==> config.mk <==
export PLATFORM = sky130hd
export DESIGN_NAME = mem_port_arbiter_flat
export DESIGN_NICKNAME = d
export VERILOG_FILES = /design/src/rtl/mem_port_arbiter_if.sv /design/src/rtl/mem_port_arbiter.sv /design/src/flat_wrapper.sv
export SDC_FILE = /design/constraint.sdc
export NUM_CORES = 1
export LEC_CHECK = 0
export ABC_AREA = 0
export ABC_CLOCK_PERIOD_IN_PS = 1980
export CORE_MARGIN = 1
export CORE_UTILIZATION = 35
export CTS_BUF_LIST = sky130_fd_sc_hd__clkbuf_8
export DETAILED_ROUTE_END_ITERATION = 10
export GPL_TIMING_DRIVEN = 1
export PLACE_DENSITY = 0.7
export SKIP_LAST_GASP = 1
export SYNTH_ARGS = -nofsm -noshare
export SYNTH_HDL_FRONTEND = slang
export SYNTH_SLANG_ARGS = --single-unit
==> constraint.sdc <==
create_clock -name clk -period 1.98 [get_ports clk]
set_input_delay 0.495 -clock clk [delete_from_list [all_inputs] [get_ports clk]]
set_output_delay 0.495 -clock clk [all_outputs]
set_load 0.02 [all_outputs]
==> src/rtl/mem_port_arbiter_if.sv <==
// Signal bundle between the IF/MEM requesters, the shared-memory arbiter and the single-port SRAM.
interface mem_port_arbiter_if;
  logic        if_req;
  logic [31:0] if_addr;
  logic [31:0] if_rdata;
  logic        if_ready;
  logic        mem_r_en;
  logic        mem_w_en;
  logic [31:0] mem_addr;
  logic [31:0] mem_wdata;
  logic [31:0] mem_rdata;
  logic        mem_ready;
  logic        freeze;
  logic [31:0] sram_addr;
  logic [31:0] sram_wdata;
  logic [31:0] sram_rdata;
  logic        sram_re;
  logic        sram_we;

  // Handshake: a requester raises its request level and holds it, with all fields stable,
  // until its ready pulses for one cycle; it must drop or change the request at the edge that ends that pulse.
  modport slave (
    input  if_req, if_addr, mem_r_en, mem_w_en, mem_addr, mem_wdata, sram_rdata,
    output if_rdata, if_ready, mem_rdata, mem_ready, freeze,
           sram_addr, sram_wdata, sram_re, sram_we
  );

  modport master (
    output if_req, if_addr, mem_r_en, mem_w_en, mem_addr, mem_wdata, sram_rdata,
    input  if_rdata, if_ready, mem_rdata, mem_ready, freeze,
           sram_addr, sram_wdata, sram_re, sram_we
  );
endinterface

==> src/rtl/mem_port_arbiter.sv <==
// Shares one single-port memory between instruction fetch and the MEM stage with a fixed access latency.
// Define MEM_ARB_ROUND_ROBIN_EN for round-robin arbitration; default is fixed MEM-over-IF priority.
module mem_port_arbiter #(
  parameter int MEM_LATENCY = 2,
  parameter int CNT_W       = 4
) (
  input  logic              clk,
  input  logic              rst,
  mem_port_arbiter_if.slave bus,
  output logic [1:0]        fsm_state
);

  localparam logic [1:0] IDLE = 2'd0;
  localparam logic [1:0] BUSY = 2'd1;
  localparam logic [1:0] RESP = 2'd2;
  localparam logic [CNT_W-1:0] CNT_LOAD = CNT_W'(MEM_LATENCY - 1);

  logic [1:0]       state;
  logic [CNT_W-1:0] cnt;
  logic [31:0]      addr_q;
  logic [31:0]      wdata_q;
  logic [31:0]      if_rdata_q;
  logic [31:0]      mem_rdata_q;
  logic             we_q;
  logic             gnt_mem;
  logic             mem_req;
  logic             pick_mem;
  logic             busy;
  logic             resp;

  assign mem_req = bus.mem_r_en | bus.mem_w_en;

`ifdef MEM_ARB_ROUND_ROBIN_EN
  logic last_mem;

  // On contention the requester that did not win last time is granted.
  assign pick_mem = mem_req & (~bus.if_req | ~last_mem);

  always_ff @(posedge clk) begin
    if (!rst) begin
      last_mem <= 1'b0;
    end else if (state == IDLE && (bus.if_req | mem_req)) begin
      last_mem <= pick_mem;
    end
  end
`else
  // MEM holds the older instruction, so it always wins.
  assign pick_mem = mem_req;
`endif

  always_ff @(posedge clk) begin
    if (!rst) begin
      state       <= IDLE;
      cnt         <= '0;
      addr_q      <= '0;
      wdata_q     <= '0;
      we_q        <= 1'b0;
      gnt_mem     <= 1'b0;
      if_rdata_q  <= '0;
      mem_rdata_q <= '0;
    end else begin
      case (state)
        IDLE: begin
          if (bus.if_req | mem_req) begin
            gnt_mem <= pick_mem;
            addr_q  <= pick_mem ? bus.mem_addr : bus.if_addr;
            wdata_q <= pick_mem ? bus.mem_wdata : '0;
            we_q    <= pick_mem & bus.mem_w_en;
            cnt     <= CNT_LOAD;
            state   <= BUSY;
          end
        end
        BUSY: begin
          if (cnt == '0) begin
            if (!we_q) begin
              if (gnt_mem) mem_rdata_q <= bus.sram_rdata;
              else         if_rdata_q  <= bus.sram_rdata;
            end
            state <= RESP;
          end else begin
            cnt <= cnt - CNT_W'(1);
          end
        end
        RESP:    state <= IDLE;
        default: state <= IDLE;
      endcase
    end
  end

  assign busy = (state == BUSY);
  assign resp = (state == RESP);

  assign bus.sram_addr  = busy ? addr_q : '0;
  assign bus.sram_wdata = (busy & we_q) ? wdata_q : '0;
  assign bus.sram_re    = busy & ~we_q;
  assign bus.sram_we    = busy & we_q;

  assign bus.if_ready   = resp & ~gnt_mem;
  assign bus.mem_ready  = resp & gnt_mem;
  assign bus.if_rdata   = if_rdata_q;
  assign bus.mem_rdata  = mem_rdata_q;

  assign bus.freeze = (bus.if_req & ~bus.if_ready) | (mem_req & ~bus.mem_ready);

  assign fsm_state = state;

endmodule
==> src/flat_wrapper.sv <==
// flat-port wrapper written by rule: the top's interface ports become plain ports
module mem_port_arbiter_flat 
#(
  parameter int MEM_LATENCY = 2,
  parameter int CNT_W       = 4
)
  (clk, rst, fsm_state, bus_if_req, bus_if_addr, bus_mem_r_en, bus_mem_w_en, bus_mem_addr, bus_mem_wdata, bus_sram_rdata, bus_if_rdata, bus_if_ready, bus_mem_rdata, bus_mem_ready, bus_freeze, bus_sram_addr, bus_sram_wdata, bus_sram_re, bus_sram_we);
  mem_port_arbiter_if bus_i ();
  input  logic clk;
  input  logic rst;
  output logic [1:0] fsm_state;
  input wire logic [$bits(bus_i.if_req)-1:0] bus_if_req;
  input wire logic [$bits(bus_i.if_addr)-1:0] bus_if_addr;
  input wire logic [$bits(bus_i.mem_r_en)-1:0] bus_mem_r_en;
  input wire logic [$bits(bus_i.mem_w_en)-1:0] bus_mem_w_en;
  input wire logic [$bits(bus_i.mem_addr)-1:0] bus_mem_addr;
  input wire logic [$bits(bus_i.mem_wdata)-1:0] bus_mem_wdata;
  input wire logic [$bits(bus_i.sram_rdata)-1:0] bus_sram_rdata;
  output wire logic [$bits(bus_i.if_rdata)-1:0] bus_if_rdata;
  output wire logic [$bits(bus_i.if_ready)-1:0] bus_if_ready;
  output wire logic [$bits(bus_i.mem_rdata)-1:0] bus_mem_rdata;
  output wire logic [$bits(bus_i.mem_ready)-1:0] bus_mem_ready;
  output wire logic [$bits(bus_i.freeze)-1:0] bus_freeze;
  output wire logic [$bits(bus_i.sram_addr)-1:0] bus_sram_addr;
  output wire logic [$bits(bus_i.sram_wdata)-1:0] bus_sram_wdata;
  output wire logic [$bits(bus_i.sram_re)-1:0] bus_sram_re;
  output wire logic [$bits(bus_i.sram_we)-1:0] bus_sram_we;
  assign bus_i.if_req = bus_if_req;
  assign bus_i.if_addr = bus_if_addr;
  assign bus_i.mem_r_en = bus_mem_r_en;
  assign bus_i.mem_w_en = bus_mem_w_en;
  assign bus_i.mem_addr = bus_mem_addr;
  assign bus_i.mem_wdata = bus_mem_wdata;
  assign bus_i.sram_rdata = bus_sram_rdata;
  assign bus_if_rdata = bus_i.if_rdata;
  assign bus_if_ready = bus_i.if_ready;
  assign bus_mem_rdata = bus_i.mem_rdata;
  assign bus_mem_ready = bus_i.mem_ready;
  assign bus_freeze = bus_i.freeze;
  assign bus_sram_addr = bus_i.sram_addr;
  assign bus_sram_wdata = bus_i.sram_wdata;
  assign bus_sram_re = bus_i.sram_re;
  assign bus_sram_we = bus_i.sram_we;
  mem_port_arbiter #(.MEM_LATENCY(MEM_LATENCY), .CNT_W(CNT_W)) u_core (.clk(clk), .rst(rst), .bus(bus_i), .fsm_state(fsm_state));
endmodule
==> results of run 1 <==
cell usage after synthesis, types with 2 or more instances:
cell,number,area [um2]
dfxtp_1,136,2720
nand2_1,128,480
mux2i_1,64,641
clkbuf_1,41,154
a21oi_1,33,165
and2_1,33,206
and3_1,33,206
o21ai_0,33,165
a22o_1,32,280
a311oi_1,32,280
buf_2,9,45.0
buf_6,5,56.3
nor2_1,5,18.8
inv_1,4,15.0
buf_4,3,22.5
nor3_1,3,15.0
a21boi_2,2,22.5
and3b_1,2,17.5
nand3_1,2,10.0
nor3b_2,2,25.0
o31a_1,2,17.5
or3_1,2,12.5
worst min-delay path: stages, from the launching register on:
cell,delay (ns)
dfxtp_1,0.32
nand2_1,0.05
mux2i_1,0.05
state kept, by name, summed over array words and instances, names as in the netlist:
signal	count
u_core.addr_q	32
u_core.bus.if_rdata	32
u_core.bus.mem_rdata	32
u_core.cnt	4
u_core.fsm_state	2
u_core.gnt_mem	1
u_core.wdata_q	32
u_core.we_q	1
how the worst max path moves through the flow:
stage / from / end / depth (start not counted)
CTS: u_core.fsm_state[0] / bus_sram_addr[29] / 4
detailed placement: bus_mem_w_en / bus_freeze / 4
global placement: bus_mem_w_en / bus_freeze / 4
global route: u_core.fsm_state[0] / bus_sram_wdata[15] / 5
floorplan: u_core.fsm_state[1] / bus_freeze / 2
finish: u_core.fsm_state[0] / bus_sram_wdata[15] / 5
cell families (layout without fill, tap and decap cells):
family / after synthesis / in the layout / share of synthesized area (%)
buffers and inverters: 63 / 344 / 5.21
AOI/OAI and AO/OA: 141 / 141 / 17.5
muxes: 64 / 64 / 11.2
adders and majority gates: 1 / 1 / 0.220
and+or+nand+nor: 215 / 215 / 18.0
DFF: 136 / 136 / 47.8
per-layer routing:
metal	GRT usage, %	routed length [um]
met5	0	0
met4	10.9	553
met3	5.45	1140
met2	35.2	8680
met1	24.2	7540
layout make-up:
type	count	area, um2
Inverter	5	18.8
Timing Repair Buffer	307	3030
Tap cell	216	270
Clock inverter	14	185
Sequential cell	136	2730
Fill cell	1474	6670
Clock buffer	18	248
Multi-Input combinational cell	421	2730
repair_timing:
action / 4_1_cts / 5_1_grt
setup buffers: 0 / 4
pin swaps: 0 / 1
cloned: 0 / 2
endpoints found under the setup margin: 72 / 75
gates resized for setup: 213 / 162
hold buffers: 0 / 0
where the power goes:
part           internal (mW)  switching (mW)
Clock                   1.32            1.20
Sequential              2.99           0.128
Combinational          0.927           0.881
Total                   5.23            2.21
metrics by stage:
step	area (um2)	hold WS [ns]	util, %	setup TNS [ns]
final	9210	0.458	58.0	-1.38
after global routing	9210	0.469	58.0	-7.59
after CTS	9280	0.462	58.4	-9.47
after detailed placement	8760	0.446	55.1	-6.16
after global placement	8760	0.443	55.1	-5.29
after floorplan	5700	0.441	-	0
==> results.md, run 1 <==
- Final RePlAce weighted congestion: 0.817
- CP Buf/Inv Count: 3
- Arr. time, crit path: 1.53 ns
- Leakage Power: 4.07 nW
- Max Slew Vio Count: 0
- CP Capture Type: output pin
- Reg2reg setup slack: 0.23 ns
- DP HPWL: 12100 um
- Core area: 0.0159 mm2
- Fmax: 0.493 GHz
- Worst Hold Endpoint: u_core.bus.if_rdata[21]
- Tightest Pin Transition: 0.404 ns
- Initial antenna violation count: 0
- Cells along the critical path: nor2b_4 > buf_12 > buf_12 > and3_1 > buf_4
- CTS root buf: clkbuf_8
- Synth Register Bits: 136
- Inserted Diodes: 0
- Top delay family on crit path: buffers and inverters
- TritonCTS clock tree: done
- Non-Filler Instances: 1117
- Failing checks: setup timing
- TritonCTS Buffers: 17
- Synthesized area: 0.00570 mm2
- Post-synth top flop: dfxtp_1
- Hold Fails Final Rpt: 0
- Period minus WS final: 2.03 ns
- Clock skew: 0.0130 ns
- Synthesized Nets: 754
- Hold depth: 2
- Gr ovfl total: 0
- Via/cell ratio: 4.92
- Sequential share of the synthesized area: 47.8%
- Final worst slack: -0.0488 ns
- H-tree Lvls: 4
- Placed cell count: 1080
- Type of the worst setup path: flop to output pin
- # port buffers: 267
- Most common cell after layout, fill and taps aside: clkdlybuf4s50_1
- Total power: 7.44 mW
- Reg2Reg Depth: 6
- Fraction of layout cells with a size suffix above 1: 17.8%
- Post-Route WL: 17900 um
- Vias in the first global route: 5243
- Post-synth EDFFs: 0
- Async S/R FF share, synth: 0%
- Worst hold path type: flop to flop
- Slowest CP cell: dfxtp_2
- Yosys warns: 0
- GR Util All Layers: 20.8%
- Gate Count Post-Synth: 620
- Maxcap violations: 0
- Clock latency on the worst-skew pair: 0.45 ns
- Routed len/inst: 16.0 um
- Clock slew at reported path FFs: 0.09 ns
- Worst-path maximum fanout: 15
- First-pass GRT wire length: 27300 um
- Crit Reg-Reg Endpoint: u_core.bus.if_rdata[23]
- Cell Pwr Density: 808 mW/mm2
- Most frequent CP cell: buf_12
- Synthesized area per cell: 9.19 um2
- Antenna viol nets, final: 0
- RSZ-0062 raised after global routing: true
- Outcome: finished with violations
- Net count reported at finish: 1022
- Remaining DRCs: 0
- Die area: 0.0168 mm2
- First-pass DRT Iterations: 4
- Relative slew slack: 73.1%
- Worst R2R Start: u_core.cnt[0]
- Startpoint types: flop
- DR iter-0 viols: 179
- Largest net degree at the start of global routing: 101
- Boundary Pins: 268
- CTS Sinks: 136
- WP data required: 1.48 ns
- Maximum VDD drop: 407 uV
- Period utilization: 102%
- Layout Area Growth over Synthesis: 61.8%
- Most frequent cells in the layout: clkdlybuf4s50_1 (186), dfxtp_1 (134), nand2_1 (128)
- Setup violators final: 59
- Die Y: 130 um
- Hold_sp: u_core.bus.if_rdata[21]
- Maximum clock path buffer count: 2
- Crit path largest cell delay: 0.34 ns
- Initial Util: 35.9%
- Yosys cell types: 36
- Setup Slack @ Placement: -0.151 ns
- Vias: 5493
- Die width: 130 um
- Rows: 46
No activity file was read; power rests on OpenSTA's default activity.
==> run 2: changes to the inputs <==
MAX_ROUTING_LAYER = met4   (was default)
==> run 2 against run 1 <==
Effect of this change: the flow still finishes with violations (setup timing); combinational power barely moved; hold slack about the same; critical path depth unchanged; sequential power hardly changed; routed wire length is essentially flat; clock-buffer cell count unchanged; clock skew about the same; largest cell class unchanged.
==> results.md, run 2 (synthesis gave the netlist of run 1 again) <==
- CP Capture Type: output pin
- Max Slew Vio Count: 0
- RSZ-0062 raised after global routing: true
- Net count reported at finish: 1022
- Leakage Power: 4.07 nW
- Fmax: 0.492 GHz
- Post-Route Setup TNS: -1.54 ns
- Type of the worst setup path: flop to output pin
- Sequential Area: 0.00273 mm2
- Cell Pwr Density: 808 mW/mm2
- Maxcap violations: 0
- Clock latency on the worst-skew pair: 0.46 ns
- Initial Util: 35.9%
- Hold_buf cts: 0
- Combinational share of power: 24.3%
- Die width: 130 um
- Clock power share: 33.9%
- GR Util All Layers: 21.5%
- Tightest Pin Transition: 0.404 ns
- DR iter-0 viols: 169
- H-tree Lvls: 4
- Via/cell ratio: 4.97
- Arr. time, crit path: 1.54 ns
- Vias in the first global route: 5276
- First-pass DRT Iterations: 4
- Final RePlAce weighted congestion: 0.829
- Hold Fails Final Rpt: 0
- Final worst slack: -0.0511 ns
- Maximum VDD drop: 412 uV
- Layout Area Growth over Synthesis: 61.9%
- Setup Slack @ Placement: -0.151 ns
- Net Sw Power: 2.22 mW
- Setup violators final: 62
- Fraction of layout cells with a size suffix above 1: 17.9%
- Routed len/inst: 16.1 um
- TritonCTS clock tree: done
- Startpoint types: flop
- WP data required: 1.48 ns
- Reg2Reg Depth: 6
- Most frequent cells in the layout: clkdlybuf4s50_1 (186), dfxtp_1 (134), nand2_1 (128)
- Non-Filler Instances: 1117
- Rows: 46
- First-pass GRT wire length: 27200 um
- Clock skew: 0.0132 ns
- CTS root buf: clkbuf_8
- Inserted Diodes: 0
- Relative slew slack: 73.1%
- Sw Share: 29.8%
- Outcome: finished with violations
- Die area: 0.0168 mm2
- Remaining DRCs: 0
- Period minus WS final: 2.03 ns
- Hold depth: 2
- Period utilization: 103%
- Cell Int Power: 5.23 mW
- Maximum clock path buffer count: 2
- Reg power frac: 41.8%
- Core area: 0.0159 mm2
- Vias: 5550
- Gr ovfl total: 0
- Placed cell count: 1080
- Clock slew at reported path FFs: 0.09 ns
- Area of the multi-input gates: 0.00274 mm2
- Post-Route WL: 17900 um
- Antenna viol nets, final: 0
- DP HPWL: 12100 um
- CTS Sinks: 136
- Most common cell after layout, fill and taps aside: clkdlybuf4s50_1
- TritonCTS Buffers: 17
- Boundary Pins: 268
- Largest net degree at the start of global routing: 101
- Initial antenna violation count: 0
- Worst hold path type: flop to flop
- # port buffers: 267
- Worst-path maximum fanout: 15
- Failing checks: setup timing
- Filler cell count: 1471
- Die Y: 130 um
## run 2: cell counts in the layout (fill, tap and decap cells not counted)
Identical to the previous run, type by type.
## run 2: power groups by stage
stage | logic (mW) | clock network [mW] | registers, mW
2_1_floorplan | 0.806 | 0 | 3.24
6_report | 1.81 | 2.52 | 3.12
3_5_place_dp | 1.76 | 0 | 3.17
5_1_grt | 1.94 | 2.70 | 3.15
4_1_cts | 1.74 | 2.59 | 3.11
3_3_place_gp | 1.74 | 0 | 3.17
## run 2: cell type report
cell class / count / area share (%)
timing repair buffer: 307 / 32.9
sequential: 136 / 29.6
clock inverter: 14 / 2.01
tap: 216 / 2.93
inverter: 5 / 0.204
multi-input combinational: 421 / 29.7
clock buffer: 18 / 2.69
## run 2: critical path, stage by stage (launching register included)
cell	delay [ns]
dfxtp_2	0.34
nor2b_4	0.16
buf_12	0.14
buf_12	0.13
and3_1	0.17
buf_4	0.14
## run 2: per-layer routing
metal	GRT usage (%)	up-vias	wire length (um)
li1	-	2725	-
met1	24.3	2587	7580
met2	35.3	199	8750
met3	4.87	39	1060
met4	11.5	0	537
met5	-	-	0
## run 2: worst paths after layout
path	startpoint	end	slack (ns)
worst max-delay path	u_core.fsm_state[0]	bus_sram_wdata[0]	-0.05
worst min-delay path	u_core.bus.if_rdata[21]	u_core.bus.if_rdata[21]	0.46
worst max register to register	u_core.cnt[0]	u_core.bus.if_rdata[23]	0.23
worst min register to register	u_core.bus.if_rdata[21]	u_core.bus.if_rdata[21]	0.46
## run 2: repair_timing
item / in CTS / in global routing
cloned: 0 / 2
buffers inserted: 0 / 4
endpoints found under the setup margin: 72 / 75
resized for setup: 213 / 164
pin swaps: 0 / 1
## run 2: stage by stage
step | power (mW) | cell area (um2) | hold WS [ns] | utilization [%]
after floorplan | 4.05 | 5700 | 0.441 | -
final | 7.45 | 9220 | 0.458 | 58.0
after global routing | 7.79 | 9220 | 0.469 | 58.0
after global placement | 4.91 | 8760 | 0.443 | 55.1
after CTS | 7.45 | 9280 | 0.462 | 58.4
after detailed placement | 4.93 | 8760 | 0.446 | 55.1
